===== src/rtl/sync_pkg.sv =====
`default_nettype none
// ---------------------------------------------------------------------------
// sync_pkg : shared limits and helpers for the sync_debounce block
// Rev 1.0
// ---------------------------------------------------------------------------
package sync_pkg;

  localparam int SYNC_STAGES_MIN = 2;
  localparam int SYNC_STAGES_MAX = 4;
  localparam int DEBOUNCE_MAX    = 65535;

  // Ceiling log2; callers pass value >= 2, so the result is at least 1.
  function automatic int clog2(input int value);
    int result;
    int v;
    result = 0;
    v      = value - 1;
    while (v > 0) begin
      result = result + 1;
      v      = v >> 1;
    end
    return result;
  endfunction

endpackage : sync_pkg
`default_nettype wire


===== src/rtl/sync_debounce_ch.sv =====
`default_nettype none
// ---------------------------------------------------------------------------
// sync_debounce_ch : one channel - sync chain, persistence counter, level reg,
// optional edge pulses (SYNC_EDGE_DETECT_EN).   Rev 1.0
// ---------------------------------------------------------------------------
module sync_debounce_ch
  import sync_pkg::*;
#(
  parameter int   STAGES          = 2,
  parameter int   DEBOUNCE_CYCLES = 4,
  parameter logic INIT_VAL        = 1'b0
) (
  input  logic clk,
  input  logic reset_n,
  input  logic in,
  output logic level_o,
  output logic busy_o
`ifdef SYNC_EDGE_DETECT_EN
  ,
  output logic rise_o,
  output logic fall_o
`endif
);

  localparam int               CNT_W    = clog2(DEBOUNCE_CYCLES + 1);
  localparam logic [CNT_W-1:0] CNT_LAST = CNT_W'(DEBOUNCE_CYCLES - 1);

  logic [STAGES-1:0] sync_q;
  logic [STAGES-1:0] sync_d;
  logic [CNT_W-1:0]  cnt_q;
  logic [CNT_W-1:0]  cnt_d;
  logic              level_q;
  logic              level_d;
  logic              sync_bit;
  logic              accept;

  assign sync_bit = sync_q[STAGES-1];

  always_comb begin
    sync_d = {sync_q[STAGES-2:0], in};
  end

  // Counter only runs while the synchronised value disagrees with the level.
  always_comb begin
    level_d = level_q;
    cnt_d   = cnt_q;
    accept  = 1'b0;
    if (sync_bit == level_q) begin
      cnt_d = '0;
    end else if (cnt_q == CNT_LAST) begin
      accept  = 1'b1;
      level_d = sync_bit;
      cnt_d   = '0;
    end else begin
      cnt_d = cnt_q + 1'b1;
    end
  end

  always_ff @(posedge clk or negedge reset_n) begin
    if (!reset_n) begin
      sync_q  <= {STAGES{INIT_VAL}};
      cnt_q   <= '0;
      level_q <= INIT_VAL;
    end else begin
      sync_q  <= sync_d;
      cnt_q   <= cnt_d;
      level_q <= level_d;
    end
  end

  assign level_o = level_q;
  assign busy_o  = |cnt_q;

`ifdef SYNC_EDGE_DETECT_EN
  logic rise_q;
  logic rise_d;
  logic fall_q;
  logic fall_d;

  always_comb begin
    rise_d = accept & sync_bit;
    fall_d = accept & ~sync_bit;
  end

  always_ff @(posedge clk or negedge reset_n) begin
    if (!reset_n) begin
      rise_q <= 1'b0;
      fall_q <= 1'b0;
    end else begin
      rise_q <= rise_d;
      fall_q <= fall_d;
    end
  end

  assign rise_o = rise_q;
  assign fall_o = fall_q;
`else
  logic unused_accept;
  assign unused_accept = accept;
`endif

endmodule : sync_debounce_ch
`default_nettype wire


===== src/rtl/sync_debounce.sv =====
`default_nettype none
// ---------------------------------------------------------------------------
// sync_debounce : WIDTH-channel synchroniser + debounce filter; edge pulses
// rise_o/fall_o exist only when SYNC_EDGE_DETECT_EN is defined.   Rev 1.0
// ---------------------------------------------------------------------------
module sync_debounce
  import sync_pkg::*;
#(
  parameter int               WIDTH           = 1,
  parameter int               STAGES          = 2,
  parameter int               DEBOUNCE_CYCLES = 4,
  parameter logic [WIDTH-1:0] INIT_VAL        = {WIDTH{1'b0}}
) (
  input  logic             clk,
  input  logic             reset_n,
  input  logic [WIDTH-1:0] in,
  output logic [WIDTH-1:0] level_o,
  output logic [WIDTH-1:0] busy_o
`ifdef SYNC_EDGE_DETECT_EN
  ,
  output logic [WIDTH-1:0] rise_o,
  output logic [WIDTH-1:0] fall_o
`endif
);

  if ((STAGES < SYNC_STAGES_MIN) || (STAGES > SYNC_STAGES_MAX)) begin : g_bad_stages
    $error("sync_debounce: STAGES=%0d outside %0d..%0d", STAGES, SYNC_STAGES_MIN, SYNC_STAGES_MAX);
  end

  if ((DEBOUNCE_CYCLES < 1) || (DEBOUNCE_CYCLES > DEBOUNCE_MAX)) begin : g_bad_debounce
    $error("sync_debounce: DEBOUNCE_CYCLES=%0d outside 1..%0d", DEBOUNCE_CYCLES, DEBOUNCE_MAX);
  end

  for (genvar i = 0; i < WIDTH; i++) begin : g_ch
    sync_debounce_ch #(
      .STAGES          (STAGES),
      .DEBOUNCE_CYCLES (DEBOUNCE_CYCLES),
      .INIT_VAL        (INIT_VAL[i])
    ) u_ch (
      .clk     (clk),
      .reset_n (reset_n),
      .in      (in[i]),
      .level_o (level_o[i]),
      .busy_o  (busy_o[i])
`ifdef SYNC_EDGE_DETECT_EN
      ,
      .rise_o  (rise_o[i]),
      .fall_o  (fall_o[i])
`endif
    );
  end

endmodule : sync_debounce
`default_nettype wire


===== config.mk =====
export PLATFORM = sky130hd
export DESIGN_NAME = sync_debounce
export DESIGN_NICKNAME = d
export VERILOG_FILES = /design/src/rtl/sync_pkg.sv /design/src/rtl/sync_debounce_ch.sv /design/src/rtl/sync_debounce.sv
export SDC_FILE = /design/constraint.sdc
export NUM_CORES = 1
export LEC_CHECK = 0
export CORE_AREA = 2 2 39 41
export CTS_BUF_LIST = sky130_fd_sc_hd__clkbuf_16
export CTS_CLUSTER_SIZE = 16
export DETAILED_ROUTE_END_ITERATION = 7
export DIE_AREA = 0 0 41 43
export MAX_ROUTING_LAYER = met4
export PLACE_DENSITY = 0.44
export RECOVER_POWER = 50
export SETUP_SLACK_MARGIN = 0.05
export SYNTH_ARGS = -nofsm -noshare
export SYNTH_HDL_FRONTEND = slang
export SYNTH_SLANG_ARGS = --single-unit

===== constraint.sdc =====
create_clock -name clk -period 1.2 [get_ports clk]
set_input_delay 0.24 -clock clk [delete_from_list [all_inputs] [get_ports clk]]
set_output_delay 0.24 -clock clk [all_outputs]
set_load 0.05 [all_outputs]

-- Word level (Yosys, flattened, before mapping)
Cells that the tools add are included.
- register bits: 6
- input bits: 3
- output and inout bits: 2
- word-level logic and storage cells: 11
- add/sub/neg operators: 1
- equal/unequal tests: 2
- multiplexer cells: 2
- bitwise logic cells: 1
- reduce and logical (&&, ||, !) cells: 2
- operator list (cell ; number):
    3-bit 2-to-1 mux ; 2
    3-bit by 1-bit adder with 3-bit output, second input constant ; 1
    3-bit by 2-bit == test with 1-bit output, second input constant ; 1
    3-bit OR reduction ; 1
    2-bit AND reduction ; 1
    1-bit == test ; 1
    1-bit inverter ; 1

-- Longest topological paths before layout
- depth after elaboration: 3
- mapped depth: 3

-- Worst setup path after synthesis
Ideal clock, no wire load.
- path kind: register to output
- from: register g_ch[0].u_ch.cnt_q[0]
- to: output port busy_o
- data arrival time: 0.953 ns
- required time: 0.960 ns
- setup slack: 0.007 ns
- stages on the path, launching flop included: 4
- path buffers: 0
- cell sequence: dfrtp_1 -> inv_1 -> ha_1 -> nand2b_1
- longest elaborated chain between the ends: 1
- RTL lines (item ; line ; source):
    from (decl) ; sync_debounce_ch.sv:30 ; logic [CNT_W-1:0] cnt_q;
    from (signal assigned) ; sync_debounce_ch.sv:66 ; cnt_q <= cnt_d;
    3-bit OR reduction ; sync_debounce_ch.sv:72 ; assign busy_o = |cnt_q;
    to (decl) ; sync_debounce.sv:18 ; output logic [WIDTH-1:0] busy_o
No other way between the ends.

-- Final worst setup path
- from: register g_ch[0].u_ch.cnt_q[1]
- to: output port busy_o
The elaborated chain is that of the path after synthesis.

==> results.yml <==
worst_setup_path:
  worstSetupStartpointType: "flop"
  timing.setup.critical_path_class: "flop to output pin"
  crit_path_end_kind: "output pin"
  cp_max_fo: 2
  timing.critical_path.arrival_ns: 1.04
  worst-endpoint-required_ns: 0.96
synthesis:
  yosys_register_bits: 6
  synth.yosys.seq_area_share_pct: 58.82
  netlist_area_sq_um: 255.2
  yosysWarnings: 0
  syn_nets: 22
  netlist-cell-type-count: 10
  synthCells: 17
  synth_area_per_cell_sq_um: 15.01
grt:
  first_pass_grt_wire_length_um: 724
  grt.met1_usage_pct: 8.306
  grt_max_degree: 7
  first_global_vias: 183
  globalRouteOverflowTotal: 0
  grt.met2_usage_pct: 7.500
  grt.met3_usage_pct: 4.712
  overall_global_routing_resource_usage_pct: 6.965
  antenna_violations_before_repair: 0
  globalRoute.busiestLayer: "met1"
run_status:
  run_status: "complete, but fails checks"
  violated_checks: "setup timing"
clocking:
  max-clock-path-buffers: 2
  clock_sinks: 6
  worstSkewPairLatency_ns: 0.23
  cts_tree: "yes"
  cts-buffers-inserted: 3
  clkTransAtPathRegs_ns: 0.03
  ctsRootBufferMaster: "sky130_fd_sc_hd__clkbuf_16"
  h-tree-depth: 1
  cts.hold.buffers_added: 0
timing:
  max_slew_headroom_pct: 76.35
  final.setup_skew_ns: 0.002416
  finalWorstSetupSlack_ns: -0.08356
  whs_ns: 0.3245
  period_minus_slack_ns: 1.284
  report.final.hold_viol_count: 0
  final.period_utilization_pct: 107.0
  max_clock_freq_mhz: 779.1
  rsz0062_at_grt: "yes"
  timing_max_transition_violations_final: 0
  max_slew.worst_pin.slew_ns: 0.3522
  setup_viol: 2
detailed_routing:
  drt_pass1_iterations: 2
  detail_route.wl_per_cell_um: 8.628
  detail-route-antenna-nets: 0
  postRouteWirelength_um: 371
  drcViolationCount: 0
  dr.first_iter.drc_count: 3
  via_to_cell_ratio: 3.605
  dr_total_vias: 155
placed_design:
  place.gp.congestion: 0.6221
  post-dp-hpwl_um: 245.1
  dp_slack_ns: 0.04485
  place.port_buffers: 4
  placed_cells: 38
job:
  max_cap_viol_count: 0
pwr:
  sw_frac_of_total_pct: 29.14
  switching_power_uw: 400.8
  comb_power_share_pct: 40.3
  leakage_nw: 0.1988
  p_per_area_nw_per_um2: 3087
  power_frac_clock_pct: 38.4
  total_power_mw: 1.375
  share_seq_of_total_power_pct: 21.4
  internal-power_uw: 974.4
  worst_ir_drop_vdd_uv: 1374
floorplan:
  dieHeight_um: 43
  std_cell_rows: 14
  die-width_um: 41
  dieArea_sq_um: 1763
  ios: 5
  floorplan.core_area_sq_um: 1384
  initial_core_util_pct: 18.44
layout:
  layoutNonFillerInstCount: 43
  utilization_pct: 32.19
  multi_input_comb_area_sq_um: 110.1
  layout.nets: 34
  final-seq-area_sq_um: 150.1
  antenna_cells: 0
  fill_cells: 142
  drive_gt1_share_pct: 55.56
  synthToLayoutAreaGrowth_pct: 74.51
min_path:
  min_path_type: "primary input to asynchronous set/reset pin"
-- synthesized netlist by cell type (all sizes together) --
master | count | area share (%)
nor3b | 1 | 4.9
inv | 2 | 2.9
mux2 | 1 | 5.9
ha | 2 | 9.8
nand2b | 1 | 2.5
dfrtp | 6 | 59
nor3 | 1 | 3.9
nor2b | 2 | 7.8
xnor2 | 1 | 3.4
-- path summary, 6_finish.rpt --
path / startpoint / depth (start not counted) / slack (ns) / endpoint
setup reg to reg: g_ch[0].u_ch.cnt_q[0] / 4 / -0.02 / g_ch[0].u_ch.level_o
hold reg to reg: g_ch[0].u_ch.sync_q[0] / 0 / 0.35 / g_ch[0].u_ch.sync_q[1]
max in group asynchronous: reset_n / 1 / 0.66 / g_ch[0].u_ch.level_o
setup / recovery: g_ch[0].u_ch.cnt_q[1] / 4 / -0.08 / busy_o
hold / removal: reset_n / 1 / 0.32 / g_ch[0].u_ch.sync_q[0]
min in group clk: g_ch[0].u_ch.sync_q[0] / 0 / 0.35 / g_ch[0].u_ch.sync_q[1]
-- critical path, cell delays in order, from the launching register on --
cell                       delay [ns]
sky130_fd_sc_hd__dfrtp_1         0.37
sky130_fd_sc_hd__inv_1           0.06
sky130_fd_sc_hd__ha_2            0.19
sky130_fd_sc_hd__nand2b_4        0.06
sky130_fd_sc_hd__buf_12          0.14
-- cell usage in the layout, fill, tap and decap left out, types with 2 or more instances in the layout --
cell type and n:
sky130_fd_sc_hd__clkbuf_16 3, sky130_fd_sc_hd__buf_4 3, sky130_fd_sc_hd__inv_1 2, sky130_fd_sc_hd__buf_12 2, sky130_fd_sc_hd__dfrtp_1 6, sky130_fd_sc_hd__ha_2 2
-- logic make-up (layout without fill, tap and decap cells) --
family                     after synthesis  count (layout)  share of synthesized area [%]
DFF                                      6               6                          58.82
muxes                                    1               1                          5.881
buffers and inverters                    2              12                          2.942
xor gates and xnor gates                 1               1                          3.432
and+or+nand+nor                          5               5                          19.12
adders and majority gates                2               2                          9.802
-- per-stage QoR --
step | setup TNS [ns] | area, sq um
2_1_floorplan | 0 | 257.7
3_5_place_dp | 0 | 345.3
4_1_cts | -0.1128 | 430.4
6_report | -0.1065 | 445.4
5_1_grt | -0.1936 | 445.4
3_3_place_gp | 0 | 345.3
-- power groups by stage --
stage	logic (mW)	registers, mW	clock network [mW]
CTS	0.519	0.295	0.538
detailed placement	0.484	0.302	0
finish	0.554	0.294	0.527
global route	0.595	0.302	0.554
global placement	0.485	0.304	0
floorplan	0.224	0.347	0
-- metal layers --
metal,vias to the layer above,part of all wire [%]
li1,74,-
met1,72,43
met2,7,44
met3,2,10
met4,0,1.6
met5,-,0
-- timing repair --
item,in CTS,in global routing
pin swaps,0,1
buffers inserted,1,1
gates resized for setup,1,2
endpoints found under the setup margin,2,2
hold endpoints to repair,0,0
-- cell type report --
class / instances / area share (%)
repair buffers: 7 / 18.54
clock buffers: 3 / 16.85
flip-flops and latches: 6 / 33.71
inverters: 2 / 1.685
well taps: 16 / 4.494
multi-input cells: 9 / 24.72
-- registers in the layout, indices dropped and copies added, names as in the netlist --
name and cells:
g_ch.u_ch.cnt_q 3, g_ch.u_ch.sync_q 2, g_ch.u_ch.level_o 1
(Power assumes the default switching activity.)
==> variant: new RTL, same settings <==
The option `SYNC_EDGE_DETECT_EN` is turned on by a define.
--- a/src/rtl/sync_debounce_ch.sv
+++ b/src/rtl/sync_debounce_ch.sv
@@ -3,6 +3,8 @@
 // sync_debounce_ch : one channel - sync chain, persistence counter, level reg,
 // optional edge pulses (SYNC_EDGE_DETECT_EN).   Rev 1.0
 // ---------------------------------------------------------------------------
+`define SYNC_EDGE_DETECT_EN
+
 module sync_debounce_ch
   import sync_pkg::*;
 #(
Formal check against the unedited RTL (old outputs only; new: fall_o and rise_o): equivalent (equiv_simple and equiv_induct, registers matched by name and starting in step).
==> variant against the unedited design <==
  * The run still ends with setup timing left
  * Via count increased by 32%
  * Worst hold slack improved by 33 ps
  * Sequential cell count increased by 2
  * Sequential share of layout area decreased by 0.44 points
  * Area after synthesis increased by 27%
  * Final area increased by 35%
  * Synthesized cell count increased by 24%
  * Power increased by 21%
  * Clock power increased by 4.7%
  * Combinational power increased by 35%
  * Setup slack improved by 23 ps
  * Routed wire length increased by 51%
  * Fmax increased by 1.8%
  * Core utilization increased by 11 points
  * Critical path type unchanged
  * Largest cell class unchanged
  * Highest routed layer unchanged
==> variant: results (changes against the unedited design) <==
WORST SETUP PATH
--------------------------------------------------------------------
Critical Path AT                                             1020 ps   -20 ps

FINISH
--------------------------------------------------------------------
Layout cells sized above 1                                    63.89%   +8.3 points
Number of nets in the layout                                      43   +26%

GRT
--------------------------------------------------------------------
Global-route wire length before repair                        993 um   +37%
Via count of the first global-routing pass                       231   +26%
Combined global-route utilization of all metal layers         9.573%   +2.6 points
Pin count of the biggest net entering global routing               9   +2

LOGIC SYNTHESIS
--------------------------------------------------------------------
Adder-cell area share of the yosys netlist                    7.692%   -2.1 points
Synth cell types                                                  11   +1
Net count after synthesis                                         26   +18%
Mux cell area share after synthesis                           4.615%   -1.3 points
Top cells by area, synth                                sky130_fd_sc_hd__dfrtp_1, sky130_fd_sc_hd__ha_1, sky130_fd_sc_hd__and3b_2, sky130_fd_sc_hd__mux2_4, sky130_fd_sc_hd__nor2b_4
Most frequent cells after synthesis                     sky130_fd_sc_hd__dfrtp_1, sky130_fd_sc_hd__and3b_2, sky130_fd_sc_hd__ha_1, sky130_fd_sc_hd__inv_1
Post-synthesis sequential area ratio                          61.54%   +2.7 points

ROUTING
--------------------------------------------------------------------
Post-Route M1 WL                                              203 um   +26%
Total length of routed wires                                  559 um   +51%
Met2 routed WL                                                295 um   +79%
Number of detailed-route iterations in the first pass              1   -1
Number of vias in the routed layout                              204   +32%
Amount of wire on met3 after detailed routing                  41 um   +11%

POWER AND IR DROP
--------------------------------------------------------------------
Leakage power                                              0.2753 nW   +39%
Net Sw Power                                                500.6 uW   +25%
Highest ir drop seen on vdd                                 1.009 mV   -27%

TIMING
--------------------------------------------------------------------
Number of setup violations in the final report                     2   unchanged
Smallest setup slack after layout                          -60.79 ps   +22.77 ps
Final worst clock skew                                      2.712 ps   +0.2963 ps

PLACE
--------------------------------------------------------------------
Count of input and output buffers                                  6   +2
Setup slack at placement                                    1.558 ps   -43.29 ps
Cell area after placement                                  455.4 um2   +32%
GP Congestion                                                 0.6983   +12%

STATUS
--------------------------------------------------------------------
Status                                                  finished with violations
Violations in the final reports                         setup timing

-- variant: cell types whose count changed in the layout (fill, tap and decap cells not counted), sizes merged --
cell | before | now
and3b | 0 | 2
dlygate4sd3 | 1 | 2
clkdlybuf4s50 | 1 | 0
buf | 5 | 10
dfrtp | 6 | 8
-- variant: final timing paths --
check,start,endpoint,slack (ps)
min,reset_n,g_ch[0].u_ch.cnt_q[2],360
max reg2reg,g_ch[0].u_ch.cnt_q[0],g_ch[0].u_ch.level_o,-40
min reg2reg,g_ch[0].u_ch.sync_q[0],g_ch[0].u_ch.sync_q[1],360
max,g_ch[0].u_ch.cnt_q[0],busy_o,-60
max in group asynchronous,reset_n,g_ch[0].u_ch.sync_q[1],560
min in group clk,g_ch[0].u_ch.sync_q[0],g_ch[0].u_ch.sync_q[1],360
-- variant: cells by family (layout without fill, tap and decap cells) --
group                      after synthesis  after routing
DFF                                      8              8
adders and majority gates                2              2
xor gates and xnor gates                 1              1
buffers and inverters                    2             17
and+or+nand+nor                          7              7
muxes                                    1              1
-- variant: layer usage --
layer  track usage [%]  up-vias
li1                  -       98
met1             10.33       96
met2             11.56        8
met3             6.283        2
met4             8.000        0
met5                 -        -
-- variant: layout make-up --
type,count,area (um2)
clock buffers,3,75.07
fillers,115,782.0
inverters,2,7.507
multi-input cells,11,150.1
flip-flops and latches,8,200.2
well taps,16,20.02
repair buffers,12,148.9
-- variant: timing repair --
action                     CTS  global route
buffers inserted             5             0
pin swaps                    1             1
resized for setup            4             3
setup endpoints to repair    3             5
-- variant: power groups by stage --
| stage | clock network [mW] | registers [mW] | logic (mW) |
|---|---|---|---|
| floorplan | 0 | 0.441 | 0.233 |
| global placement | 0 | 0.361 | 0.571 |
| detailed placement | 0 | 0.366 | 0.569 |
| CTS | 0.563 | 0.352 | 0.717 |
| global route | 0.580 | 0.363 | 0.800 |
| finish | 0.552 | 0.359 | 0.750 |
-- variant: critical path, cell delays in order, from the launching register on --
cell and delay (ps):
sky130_fd_sc_hd__dfrtp_1 380, sky130_fd_sc_hd__inv_2 80, sky130_fd_sc_hd__ha_4 130, sky130_fd_sc_hd__nand2b_4 50, sky130_fd_sc_hd__buf_12 140
-- variant: stage by stage --
stage	util [%]	power (mW)	TNS, ps	instances
2_1_floorplan	-	0.6743	0	21
3_3_place_gp	32.91	0.9321	0	44
3_5_place_dp	32.91	0.9353	0	44
4_1_cts	42.50	1.632	-105.9	52
5_1_grt	43.49	1.743	-167.9	52
6_report	43.49	1.661	-98.57	52
